<file path="src/rtl/ps2_pkg.sv">
// Shared definitions for the PS/2 host-side blocks.
//   ps2_tx_state_t  : host transmitter FSM states
//   PS2_EDGE_*      : device clock falling-edge numbers within a host->device frame
//   odd_parity()    : parity bit that makes the 9-bit {parity,data} word odd
package ps2_pkg;

  typedef enum logic [2:0] {
    IDLE      = 3'd0,
    INHIBIT   = 3'd1,
    REQ       = 3'd2,
    BITS      = 3'd3,
    WAIT_IDLE = 3'd4,
    FIN       = 3'd5
  } ps2_tx_state_t;

  localparam logic [3:0] PS2_DATA_BITS   = 4'd8;
  localparam logic [3:0] PS2_EDGE_PARITY = 4'd9;
  localparam logic [3:0] PS2_EDGE_STOP   = 4'd10;
  localparam logic [3:0] PS2_EDGE_ACK    = 4'd11;

  function automatic logic odd_parity(input logic [7:0] data);
    return ~^data;
  endfunction

endpackage

</file>
<file path="src/rtl/ps2_sync_edge.sv">
// Two-flop synchronizer for the raw PS/2 clock and data lines plus a
// falling-edge pulse on the synchronized clock.
//   clk, rst          : system clock, synchronous active-low reset
//   ps2_clk_in        : raw (asynchronous) PS/2 clock line
//   ps2_d_in          : raw (asynchronous) PS/2 data line
//   clk_sync, d_sync  : synchronized line levels
//   clk_fall          : one-cycle pulse, previous synced clock 1 and current 0
module ps2_sync_edge (
  input  logic clk,
  input  logic rst,
  input  logic ps2_clk_in,
  input  logic ps2_d_in,
  output logic clk_sync,
  output logic d_sync,
  output logic clk_fall
);

  logic [1:0] clk_meta_r;
  logic [1:0] d_meta_r;
  logic       clk_prev_r;

  // Synchronizer chains; reset to the idle-high line level so no false edge follows reset.
  always_ff @(posedge clk) begin
    if (!rst) begin
      clk_meta_r <= 2'b11;
      d_meta_r   <= 2'b11;
      clk_prev_r <= 1'b1;
    end else begin
      clk_meta_r <= {clk_meta_r[0], ps2_clk_in};
      d_meta_r   <= {d_meta_r[0], ps2_d_in};
      clk_prev_r <= clk_meta_r[1];
    end
  end

  assign clk_sync = clk_meta_r[1];
  assign d_sync   = d_meta_r[1];
  assign clk_fall = clk_prev_r & ~clk_meta_r[1];

endmodule

</file>
<file path="src/rtl/ps2_host_tx.sv">
// PS/2 host-to-device transmitter: sends one command byte to the device.
//   clk, rst        : system clock, synchronous active-low reset
//   tx_data         : command byte, captured when tx_start is accepted
//   tx_start        : one-cycle request, accepted only while busy=0
//   busy            : cycle after acceptance through the done cycle
//   done, err       : end-of-transfer pulse; err=1 for NACK or timeout
//   rx_mask         : copy of busy, tells the receiver to ignore traffic
//   ps2_clk_in/d_in : raw PS/2 lines
//   ps2_clk_oe/d_oe : 1 = pull the corresponding line low (open drain)
module ps2_host_tx
  import ps2_pkg::*;
#(
  parameter int unsigned INHIBIT_CYCLES = 5000,
  parameter int unsigned TIMEOUT_CYCLES = 750000
) (
  input  logic       clk,
  input  logic       rst,
  input  logic [7:0] tx_data,
  input  logic       tx_start,
  output logic       busy,
  output logic       done,
  output logic       err,
  output logic       rx_mask,
  input  logic       ps2_clk_in,
  input  logic       ps2_d_in,
  output logic       ps2_clk_oe,
  output logic       ps2_d_oe
);

  localparam int unsigned INH_W = (INHIBIT_CYCLES > 1) ? $clog2(INHIBIT_CYCLES) : 1;
  localparam int unsigned TO_W  = (TIMEOUT_CYCLES > 1) ? $clog2(TIMEOUT_CYCLES) : 1;
  localparam logic [INH_W-1:0] INH_LAST = INH_W'(INHIBIT_CYCLES - 1);
  localparam logic [TO_W-1:0]  TO_LAST  = TO_W'(TIMEOUT_CYCLES - 1);

  logic clk_sync_s;
  logic d_sync_s;
  logic clk_fall_s;

  ps2_sync_edge u_sync (
    .clk        (clk),
    .rst        (rst),
    .ps2_clk_in (ps2_clk_in),
    .ps2_d_in   (ps2_d_in),
    .clk_sync   (clk_sync_s),
    .d_sync     (d_sync_s),
    .clk_fall   (clk_fall_s)
  );

  ps2_tx_state_t    state_r, state_nx;
  logic [INH_W-1:0] inh_cnt_r, inh_cnt_nx;
  logic [TO_W-1:0]  to_cnt_r, to_cnt_nx;
  logic [3:0]       edge_cnt_r, edge_cnt_nx;
  logic [3:0]       edge_next_s;
  logic [7:0]       sh_r, sh_nx;
  logic             par_r, par_nx;
  logic             err_flag_r, err_flag_nx;
  logic             d_bit_nx;
  logic             busy_r, done_r, err_r, clk_oe_r, d_oe_r;

  // Next-state, counters and the data-line value to drive in BITS.
  always_comb begin
    state_nx    = state_r;
    inh_cnt_nx  = inh_cnt_r;
    to_cnt_nx   = to_cnt_r;
    edge_cnt_nx = edge_cnt_r;
    sh_nx       = sh_r;
    par_nx      = par_r;
    err_flag_nx = err_flag_r;
    d_bit_nx    = d_oe_r;
    edge_next_s = edge_cnt_r + 4'd1;

    case (state_r)
      IDLE: begin
        d_bit_nx = 1'b0;
        if (tx_start) begin
          state_nx    = INHIBIT;
          sh_nx       = tx_data;
          par_nx      = odd_parity(tx_data);
          inh_cnt_nx  = '0;
          err_flag_nx = 1'b0;
        end else begin
          state_nx = IDLE;
        end
      end

      INHIBIT: begin
        if (inh_cnt_r == INH_LAST) begin
          state_nx = REQ;
        end else begin
          inh_cnt_nx = inh_cnt_r + 1'b1;
        end
      end

      REQ: begin
        state_nx    = BITS;
        to_cnt_nx   = '0;
        edge_cnt_nx = 4'd0;
      end

      BITS: begin
        // A device edge takes priority over an expiring timeout in the same cycle.
        if (clk_fall_s) begin
          to_cnt_nx   = '0;
          edge_cnt_nx = edge_next_s;
          if (edge_next_s <= PS2_DATA_BITS) begin
            // edge 8 wraps [2:0] to 0, so minus one selects bit 7
            d_bit_nx = ~sh_r[edge_next_s[2:0] - 3'd1];
          end else if (edge_next_s == PS2_EDGE_PARITY) begin
            d_bit_nx = ~par_r;
          end else if (edge_next_s == PS2_EDGE_STOP) begin
            d_bit_nx = 1'b0;
          end else begin
            // PS2_EDGE_ACK: device pulls data low to acknowledge
            d_bit_nx    = 1'b0;
            err_flag_nx = d_sync_s;
            state_nx    = WAIT_IDLE;
          end
        end else if (to_cnt_r == TO_LAST) begin
          state_nx    = FIN;
          err_flag_nx = 1'b1;
          d_bit_nx    = 1'b0;
        end else begin
          to_cnt_nx = to_cnt_r + 1'b1;
        end
      end

      WAIT_IDLE: begin
        d_bit_nx = 1'b0;
        if (clk_sync_s && d_sync_s) begin
          state_nx = FIN;
        end else if (clk_fall_s) begin
          to_cnt_nx = '0;
        end else if (to_cnt_r == TO_LAST) begin
          state_nx    = FIN;
          err_flag_nx = 1'b1;
        end else begin
          to_cnt_nx = to_cnt_r + 1'b1;
        end
      end

      FIN: begin
        d_bit_nx = 1'b0;
        state_nx = IDLE;
      end

      default: begin
        d_bit_nx = 1'b0;
        state_nx = IDLE;
      end
    endcase
  end

  // State, datapath and output registers; outputs decode the next state so they
  // line up with the state register and never glitch.
  always_ff @(posedge clk) begin
    if (!rst) begin
      state_r    <= IDLE;
      inh_cnt_r  <= '0;
      to_cnt_r   <= '0;
      edge_cnt_r <= 4'd0;
      sh_r       <= 8'h00;
      par_r      <= 1'b0;
      err_flag_r <= 1'b0;
      busy_r     <= 1'b0;
      done_r     <= 1'b0;
      err_r      <= 1'b0;
      clk_oe_r   <= 1'b0;
      d_oe_r     <= 1'b0;
    end else begin
      state_r    <= state_nx;
      inh_cnt_r  <= inh_cnt_nx;
      to_cnt_r   <= to_cnt_nx;
      edge_cnt_r <= edge_cnt_nx;
      sh_r       <= sh_nx;
      par_r      <= par_nx;
      err_flag_r <= err_flag_nx;
      busy_r     <= (state_nx != IDLE);
      done_r     <= (state_nx == FIN);
      err_r      <= (state_nx == FIN) && err_flag_nx;
      clk_oe_r   <= (state_nx == INHIBIT) || (state_nx == REQ);
      d_oe_r     <= (state_nx == REQ) ? 1'b1 :
                    (state_nx == BITS) ? d_bit_nx : 1'b0;
    end
  end

  assign busy       = busy_r;
  assign rx_mask    = busy_r;
  assign done       = done_r;
  assign err        = err_r;
  assign ps2_clk_oe = clk_oe_r;
  assign ps2_d_oe   = d_oe_r;

endmodule

</file>
<file path="config.mk">
export PLATFORM = sky130hd
export DESIGN_NAME = ps2_host_tx
export DESIGN_NICKNAME = d
export VERILOG_FILES = /design/src/rtl/ps2_pkg.sv /design/src/rtl/ps2_sync_edge.sv /design/src/rtl/ps2_host_tx.sv
export SDC_FILE = /design/constraint.sdc
export NUM_CORES = 1
export LEC_CHECK = 0
export CAP_MARGIN = 30
export CORE_ASPECT_RATIO = 1.5
export CORE_MARGIN = 1
export CORE_UTILIZATION = 49
export CTS_BUF_LIST = sky130_fd_sc_hd__clkbuf_8
export DETAILED_ROUTE_END_ITERATION = 10
export PLACE_DENSITY_LB_ADDON = 0.15
export SYNTH_ARGS = -nofsm -noshare
export SYNTH_HDL_FRONTEND = slang
export SYNTH_SLANG_ARGS = --single-unit
</file>
<file path="constraint.sdc">
create_clock -name clk -period 4.45 [get_ports clk]
set_input_delay 0.6675 -clock clk [delete_from_list [all_inputs] [get_ports clk]]
set_output_delay 0.6675 -clock clk [all_outputs]
set_load 0.01 [all_outputs]
</file>
==> results of run 1 <==
-- state kept, by name, indices dropped and copies added (netlist names) --
signal             flops
busy                   1
done                   1
edge_cnt_r             4
err                    1
err_flag_r             1
inh_cnt_r             13
par_r                  1
ps2_clk_oe             1
ps2_d_oe               1
sh_r                   8
state_r                3
to_cnt_r              20
u_sync.clk_meta_r      2
u_sync.clk_prev_r      1
u_sync.d_meta_r        2
-- worst register-to-register path, delay by kind of cell (launching register included) --
kind / cells / cell delay, ns
compound gates: 2 / 0.45
flops: 1 / 0.50
simple gates: 3 / 1.45
-- layout make-up --
cell class                      instances  area, sq um  share of cell area, %
Clock inverter                          7        60.06                  1.758
Timing Repair Buffer                   21        200.2                  5.859
Tap cell                               72        90.09                  2.636
Multi-Input combinational cell        276         1719                  50.31
Inverter                                6        22.52                 0.6591
Clock buffer                            9        123.9                  3.625
Sequential cell                        60         1201                  35.15
-- power by group through the flow --
stage / combinational (uW) / sequential, uW / clock, uW
2_1_floorplan: 54.4 / 566 / 0
3_3_place_gp: 76.9 / 568 / 0
3_5_place_dp: 78.2 / 568 / 0
4_1_cts: 78.7 / 556 / 476
5_1_grt: 86.4 / 558 / 502
6_report: 77.5 / 556 / 468
-- path summary, 6_finish.rpt --
path | startpoint | end | slack, ns
setup reg to reg | state_r[2]$_SDFF_PN0_ | to_cnt_r[17]$_SDFFE_PN0P_ | 1.99
hold / removal | u_sync.d_meta_r[0]$_SDFF_PN1_ | u_sync.d_meta_r[1]$_SDFF_PN1_ | 0.41
hold reg to reg | u_sync.d_meta_r[0]$_SDFF_PN1_ | u_sync.d_meta_r[1]$_SDFF_PN1_ | 0.41
setup / recovery | state_r[2]$_SDFF_PN0_ | to_cnt_r[17]$_SDFFE_PN0P_ | 1.99
-- metal layers --
layer	share of wire [%]	vias to the layer above	global-route usage, %
met5	0	-	0
met4	2.5	0	9.493
met3	3.5	11	6.192
met2	52	49	37.83
met1	42	1181	24.22
li1	-	1291	-
-- through the flow --
step	setup WS [ns]	hold slack, ns
after floorplan	2.269	0.3863
after global placement	1.869	0.3974
after detailed placement	2.009	0.3960
after CTS	1.993	0.4164
after global routing	1.782	0.4408
final	1.993	0.4089
-- cells by family (layout without fill, tap and decap cells) --
group,count (synthesis),count (layout),share of synthesized area (%)
xor+xnor,30,30,8.674
flops,60,60,39.65
buf+inv,22,43,3.593
mux,4,4,2.189
fa+ha+maj,6,6,2.478
simple gates,168,168,29.00
compound gates,68,68,14.42
-- cells in the final DEF (no fill, tap or decap), types with 9 or more instances in the layout --
| master | count |
|---|---|
| a21boi_0 | 13 |
| a21oi_1 | 13 |
| clkbuf_8 | 9 |
| clkdlybuf4s50_1 | 18 |
| dfxtp_1 | 60 |
| nand2_1 | 43 |
| nand3_1 | 14 |
| nand4_1 | 9 |
| nor2_1 | 37 |
| nor2b_1 | 9 |
| nor3_1 | 11 |
| o21ai_0 | 22 |
| xnor2_1 | 20 |
| xor2_1 | 10 |
==> summary.txt, run 1 <==
Run status
  • Status: finished clean

Power and ir drop
  • Pwr per Cell Area: 322.4 mW/mm^2
  • Combinational power share: 7.0%
  • Design Power: 1101 uW
  • Leakage: 0.001161 uW
  • Reg power frac: roughly 50%
  • Worst IR Drop VDD: roughly 270 uV
  • Clock power frac: 42.5%
  • NetSw: approximately 260 uW
  • Cell Int Power: around 840 uW
  • Switching part of the total: 23.89%

Logic synthesis
  • Mapped Nets: approximately 380
  • Netlist cell types: 55
  • Async SR Flop Fraction: 0%
  • Yosys reg bits: 60
  • Syn avg cell area: around 8.5 sq um
  • Area leader, netlist: dfxtp_1
  • Top FF cell, synth: dfxtp_1
  • Yosys top cell area share: between 30% and 40%
  • Sequential area share after synthesis: between 30% and 40%
  • Mapped Cells: 358
  • Top post-synthesis cells by count: 60 x dfxtp_1, 43 x nand2_1, 37 x nor2_1
  • Number of synthesized flops with an enable pin: 0
  • Yosys warning total: 0
  • Largest cells by area after synthesis: dfxtp_1 40%, xnor2_1 5.8%, nand2_1 5.3%
  • Most frequent cell after synthesis: dfxtp_1
  • Mapped Area: between 0.003 and 0.004 sq mm

Floorplanning
  • DIE AREA: roughly 0.0065 sq mm
  • Initial Util: between 50% and 60%
  • Number of core rows: 34
  • Io pins: 19
  • Die Span Y: 98.30 um
  • Core footprint: ~0.0059 sq mm
  • Die W: between 60 and 70 um

Clock network
  • CTS sink cnt: 60
  • TritonCTS clock tree: done
  • # resized after CTS: 0
  • Hold_buf cts: 0
  • CTS Buf Count: 9
  • Reg clk slew, reported paths: 0.07 ns
  • H-tree depth: 3
  • Clock Tree Buf Depth: 2
  • Setup bufs post-CTS: 0
  • Root buf cell: clkbuf_8
  • Worst-Skew Late Latency: ~0.34 ns

Global route
  • Largest net degree at the start of global routing: 34
  • GRT Resource Usage Total: 21.86%
  • Vias in the first global route: 2436
  • First-pass GRT wire length: between 10 and 15 mm
  • Overflow after GRT: 0
  • Initial antenna violation count: 0

Finish
  • Area grow syn2layout: 12.80%
  • Fin util: approximately 58%
  • NumNets Final: slightly below 400
  • Post-layout instance area: approximately 0.0034 sq mm
  • Fill cells: 566
  • Final Non-Filler Cells: roughly 450
  • Share of cells above drive strength 1: approximately 6.6%
  • N_diodes: 0

Setup path
  • Critical path type: reg -> reg
  • Crit path DAT: approximately 2.7 ns
  • Crit-path cells: nor3b_4 -> a21oi_1 -> or4_1 -> or3_1 -> a21oi_1
  • Worst reg2reg path depth: 5
  • Crit path top cell by count: a21oi_1
  • Worst path slowest cell: or4_1
  • Buf/Inv on CP: 0
  • CP Launch Type: register
  • Worst Path Required: 4.72 ns
  • Max FO, Critical Path: 12
  • WP depth: 5
  • Max incr delay on CP: between 0.7 and 0.8 ns
  • Critical Path End Type: register
  • CP delay by family, top: simple AND/OR/NAND/NOR gates

Timing
  • Max Clock Freq: slightly above 0.4 GHz
  • Slew of the pin with the lowest slew margin: just under 0.8 ns
  • Relative slew margins: between 40% and 50%
  • Final setup vio count: 0
  • Fin Setup TNS: 0 ns
  • Final min period: approximately 2.5 ns
  • Max Transition Viols Final: 0
  • Final hold violation count: 0
  • RSZ-0062 raised after global routing: false
  • Final Cycle Share: 55.21%
  • Worst Skew: 0.006255 ns

Place
  • Cells after DPL: 435
  • Post-DP HPWL: about 4.5 mm
  • GPL Wtd Cong: between 0.7 and 0.8
  • Placed instance area: between 0.003 and 0.004 sq mm
  • Port bufs: 18

Detailed routing
  • Iter 0 DRT Violations: 69
  • DR vias/cell: ~5.6
  • Avg WL per Cell: 13.93 um
  • Drt pass-1 iters: 5
  • DRC Markers: 0
  • Antenna Violating Nets Remaining: 0
  • Final wirelength: 6.281 mm
  • Vias: 2532

Hold path
  • Min-Delay Path Class: reg -> reg
  • WHS Path Cells: 1

Run
  • Max-cap violations: 0
Power figures use the tool's default switching activity.
==> run 2, diff against run 1 <==
clock period = 2.2 ns   (was 4.45 ns; I/O delays follow)
==> summary.txt, run 2 (same netlist as run 1, synthesis figures left out) <==
Run
  • Max-cap violations: 0 (unchanged)

Clock network
  • TritonCTS clock tree: done (unchanged)
  • CTS Buf Count: 9 (unchanged)
  • Clock Tree Buf Depth: 2 (unchanged)
  • H-tree depth: 3 (unchanged)
  • Hold_buf cts: 0 (unchanged)
  • CTS sink cnt: 60 (unchanged)
  • Reg clk slew, reported paths: 0.07 ns (about the same)
  • Root buf cell: clkbuf_8 (unchanged)
  • Worst-Skew Late Latency: 0.35 ns (was 0.34 ns)

Global route
  • First-pass GRT wire length: 11.57 mm (was 10.87 mm)
  • Vias in the first global route: 2649 (was 2436)
  • Largest net degree at the start of global routing: 23 (was 34)
  • Initial antenna violation count: 0 (unchanged)
  • Overflow after GRT: 0 (unchanged)
  • GRT Resource Usage Total: 23.17% (was 21.86%)

Finish
  • N_diodes: 0 (unchanged)
  • Fill cells: 577 (was 566)
  • Share of cells above drive strength 1: 13.86% (was 6.596%)
  • Max reg flops: 20 (unchanged)
  • Most common cell after layout, fill and taps aside: dfxtp_1 (unchanged)
  • Most frequent cells in the layout: 59 x dfxtp_1, 43 x nand2_1, 37 x nor2_1 (was 60 x dfxtp_1, 43 x nand2_1, 37 x nor2_1)
  • Biggest regs: to_cnt_r (20), inh_cnt_r (13), sh_r (8) (unchanged)
  • Post-layout instance area: 0.003617 sq mm (was 0.003417 sq mm)
  • NumNets Final: 419 (was 393)
  • Most flops, register: to_cnt_r (unchanged)
  • Area grow syn2layout: 19.41% (was 12.80%)

Setup path
  • CP Launch Type: register (unchanged)
  • Critical Path End Type: register (unchanged)
  • Crit-path cells: or4b_2 -> o31ai_2 -> a21o_1 -> buf_4 -> nor3_1 -> xnor2_1 -> nor2_1 (was nor3b_4 -> a21oi_1 -> or4_1 -> or3_1 -> a21oi_1)
  • Worst Path Required: 2.43 ns (was 4.72 ns)
  • Max incr delay on CP: 0.70 ns (was 0.71 ns)
  • Max FO, Critical Path: 6 (was 12)
  • Crit path DAT: 2.30 ns (was 2.73 ns)
  • Worst path slowest cell: or4b_2 (was or4_1)
  • Critical path type: reg -> reg (unchanged)

Detailed routing
  • DRC Markers: 0 (unchanged)
  • Iter 0 DRT Violations: 133 (was 69)
  • DR vias/cell: 5.580 (was 5.614)
  • Antenna Violating Nets Remaining: 0 (unchanged)
  • Vias: 2656 (was 2532)
  • Drt pass-1 iters: 4 (was 5)
  • Avg WL per Cell: 13.85 um (was 13.93 um)
  • Final wirelength: 6.592 mm (was 6.281 mm)

Place
  • Pre-CTS setup slack: 0.05221 ns (was 2.009 ns)
  • GPL Wtd Cong: 0.8810 (was 0.7944)
  • Placed instance area: 0.003443 sq mm (was 0.003233 sq mm)
  • Port bufs: 18 (unchanged)
  • Post-DP HPWL: 4.968 mm (was 4.504 mm)

Timing
  • Final WS setup: 0.1235 ns (was 1.993 ns)
  • Relative slew margins: 71.74% (was 47.39%)
  • Worst Skew: 0.004253 ns (was 0.006255 ns)
  • Max Transition Viols Final: 0 (unchanged)
  • Final setup vio count: 0 (unchanged)
  • Fin Setup TNS: 0 ns (unchanged)
  • RSZ-0062 raised after global routing: false (unchanged)
  • Max Clock Freq: 0.4816 GHz (was 0.4071 GHz)
  • Slew of the pin with the lowest slew margin: 0.4195 ns (was 0.7891 ns)
  • Fin Hold WS: 0.4140 ns (was 0.4089 ns)
  • Final Cycle Share: 94.39% (was 55.21%)
  • Final hold violation count: 0 (unchanged)
  • Final min period: 2.077 ns (was 2.457 ns)

Floorplanning
  • Io pins: 19 (unchanged)
  • Number of core rows: 34 (unchanged)
  • Initial Util: 51.60% (unchanged)
  • Core footprint: 0.005871 sq mm (unchanged)
  • Die Span Y: 98.30 um (unchanged)
  • Die W: 66.20 um (unchanged)
  • DIE AREA: 0.006507 sq mm (unchanged)

Power and ir drop
  • Pwr per Cell Area: 586.9 mW/mm^2 (was 322.4 mW/mm^2)
  • Leakage: 0.001288 uW (was 0.001161 uW)
  • Worst IR Drop VDD: 385.4 uV (was 271.9 uV)

Run status
  • Status: finished clean (unchanged)

Hold path
  • Min-Delay Path Class: reg -> reg (unchanged)
-- run 2: per-layer routing --
layer / share of wire (%) / up-vias / global-route usage (%)
li1: - / 1345 / -
met1: 41 / 1250 / 23.97
met2: 53 / 41 / 41.99
met3: 2.4 / 20 / 5.023
met4: 3.4 / 0 / 12.11
met5: 0 / - / 0
-- run 2: final timing paths --
check / from / cells after the start / slack (ns) / end
worst min register to register: u_sync.d_meta_r[0]$_SDFF_PN1_ / 1 / 0.41 / u_sync.d_meta_r[1]$_SDFF_PN1_
worst max-delay path: inh_cnt_r[5]$_SDFFE_PN0P_ / 7 / 0.12 / inh_cnt_r[8]$_SDFFE_PN0P_
worst min-delay path: u_sync.d_meta_r[0]$_SDFF_PN1_ / 1 / 0.41 / u_sync.d_meta_r[1]$_SDFF_PN1_
worst max register to register: inh_cnt_r[5]$_SDFFE_PN0P_ / 7 / 0.12 / inh_cnt_r[8]$_SDFFE_PN0P_
-- run 2: timing repair --
| item | 4_1_cts | 5_1_grt |
|---|---|---|
| setup buffers | 0 | 0 |
| resized for setup | 0 | 4 |
| setup endpoints to repair | 0 | 14 |
-- run 2: where the power goes --
group          leakage [uW]  switching [uW]  total [uW]  internal [uW]
clock network     0.0000844             426         816            390
registers          0.000487            16.1        1130           1110
logic              0.000716            84.4         181           97.0
-- run 2: area by class of cell --
| cell class | instances | area (sq um) | area share (%) |
|---|---|---|---|
| flip-flops and latches | 60 | 1202 | 33.24 |
| multi-input cells | 276 | 1735 | 47.98 |
| repair buffers | 47 | 410.4 | 11.35 |
| well taps | 72 | 90.09 | 2.490 |
| clock inverters | 6 | 32.53 | 0.8993 |
| clock buffers | 9 | 123.9 | 3.424 |
| inverters | 6 | 22.52 | 0.6226 |
-- run 2: worst max-delay path: cells and delay by family (launching register included) --
family	cells	cell delay, ns
AO/OA/AOI/OAI	2	0.52
flip-flops	1	0.33
buffers and inverters	1	0.15
XOR/XNOR	1	0.14
AND/OR/NAND/NOR	3	0.82
-- run 2: stage by stage --
stage	instances	util [%]	power [uW]
2_1_floorplan	358	-	1255
3_3_place_gp	461	58.65	1325
3_5_place_dp	461	58.65	1329
4_1_cts	476	61.32	2149
5_1_grt	476	61.62	2217
6_report	476	61.62	2123
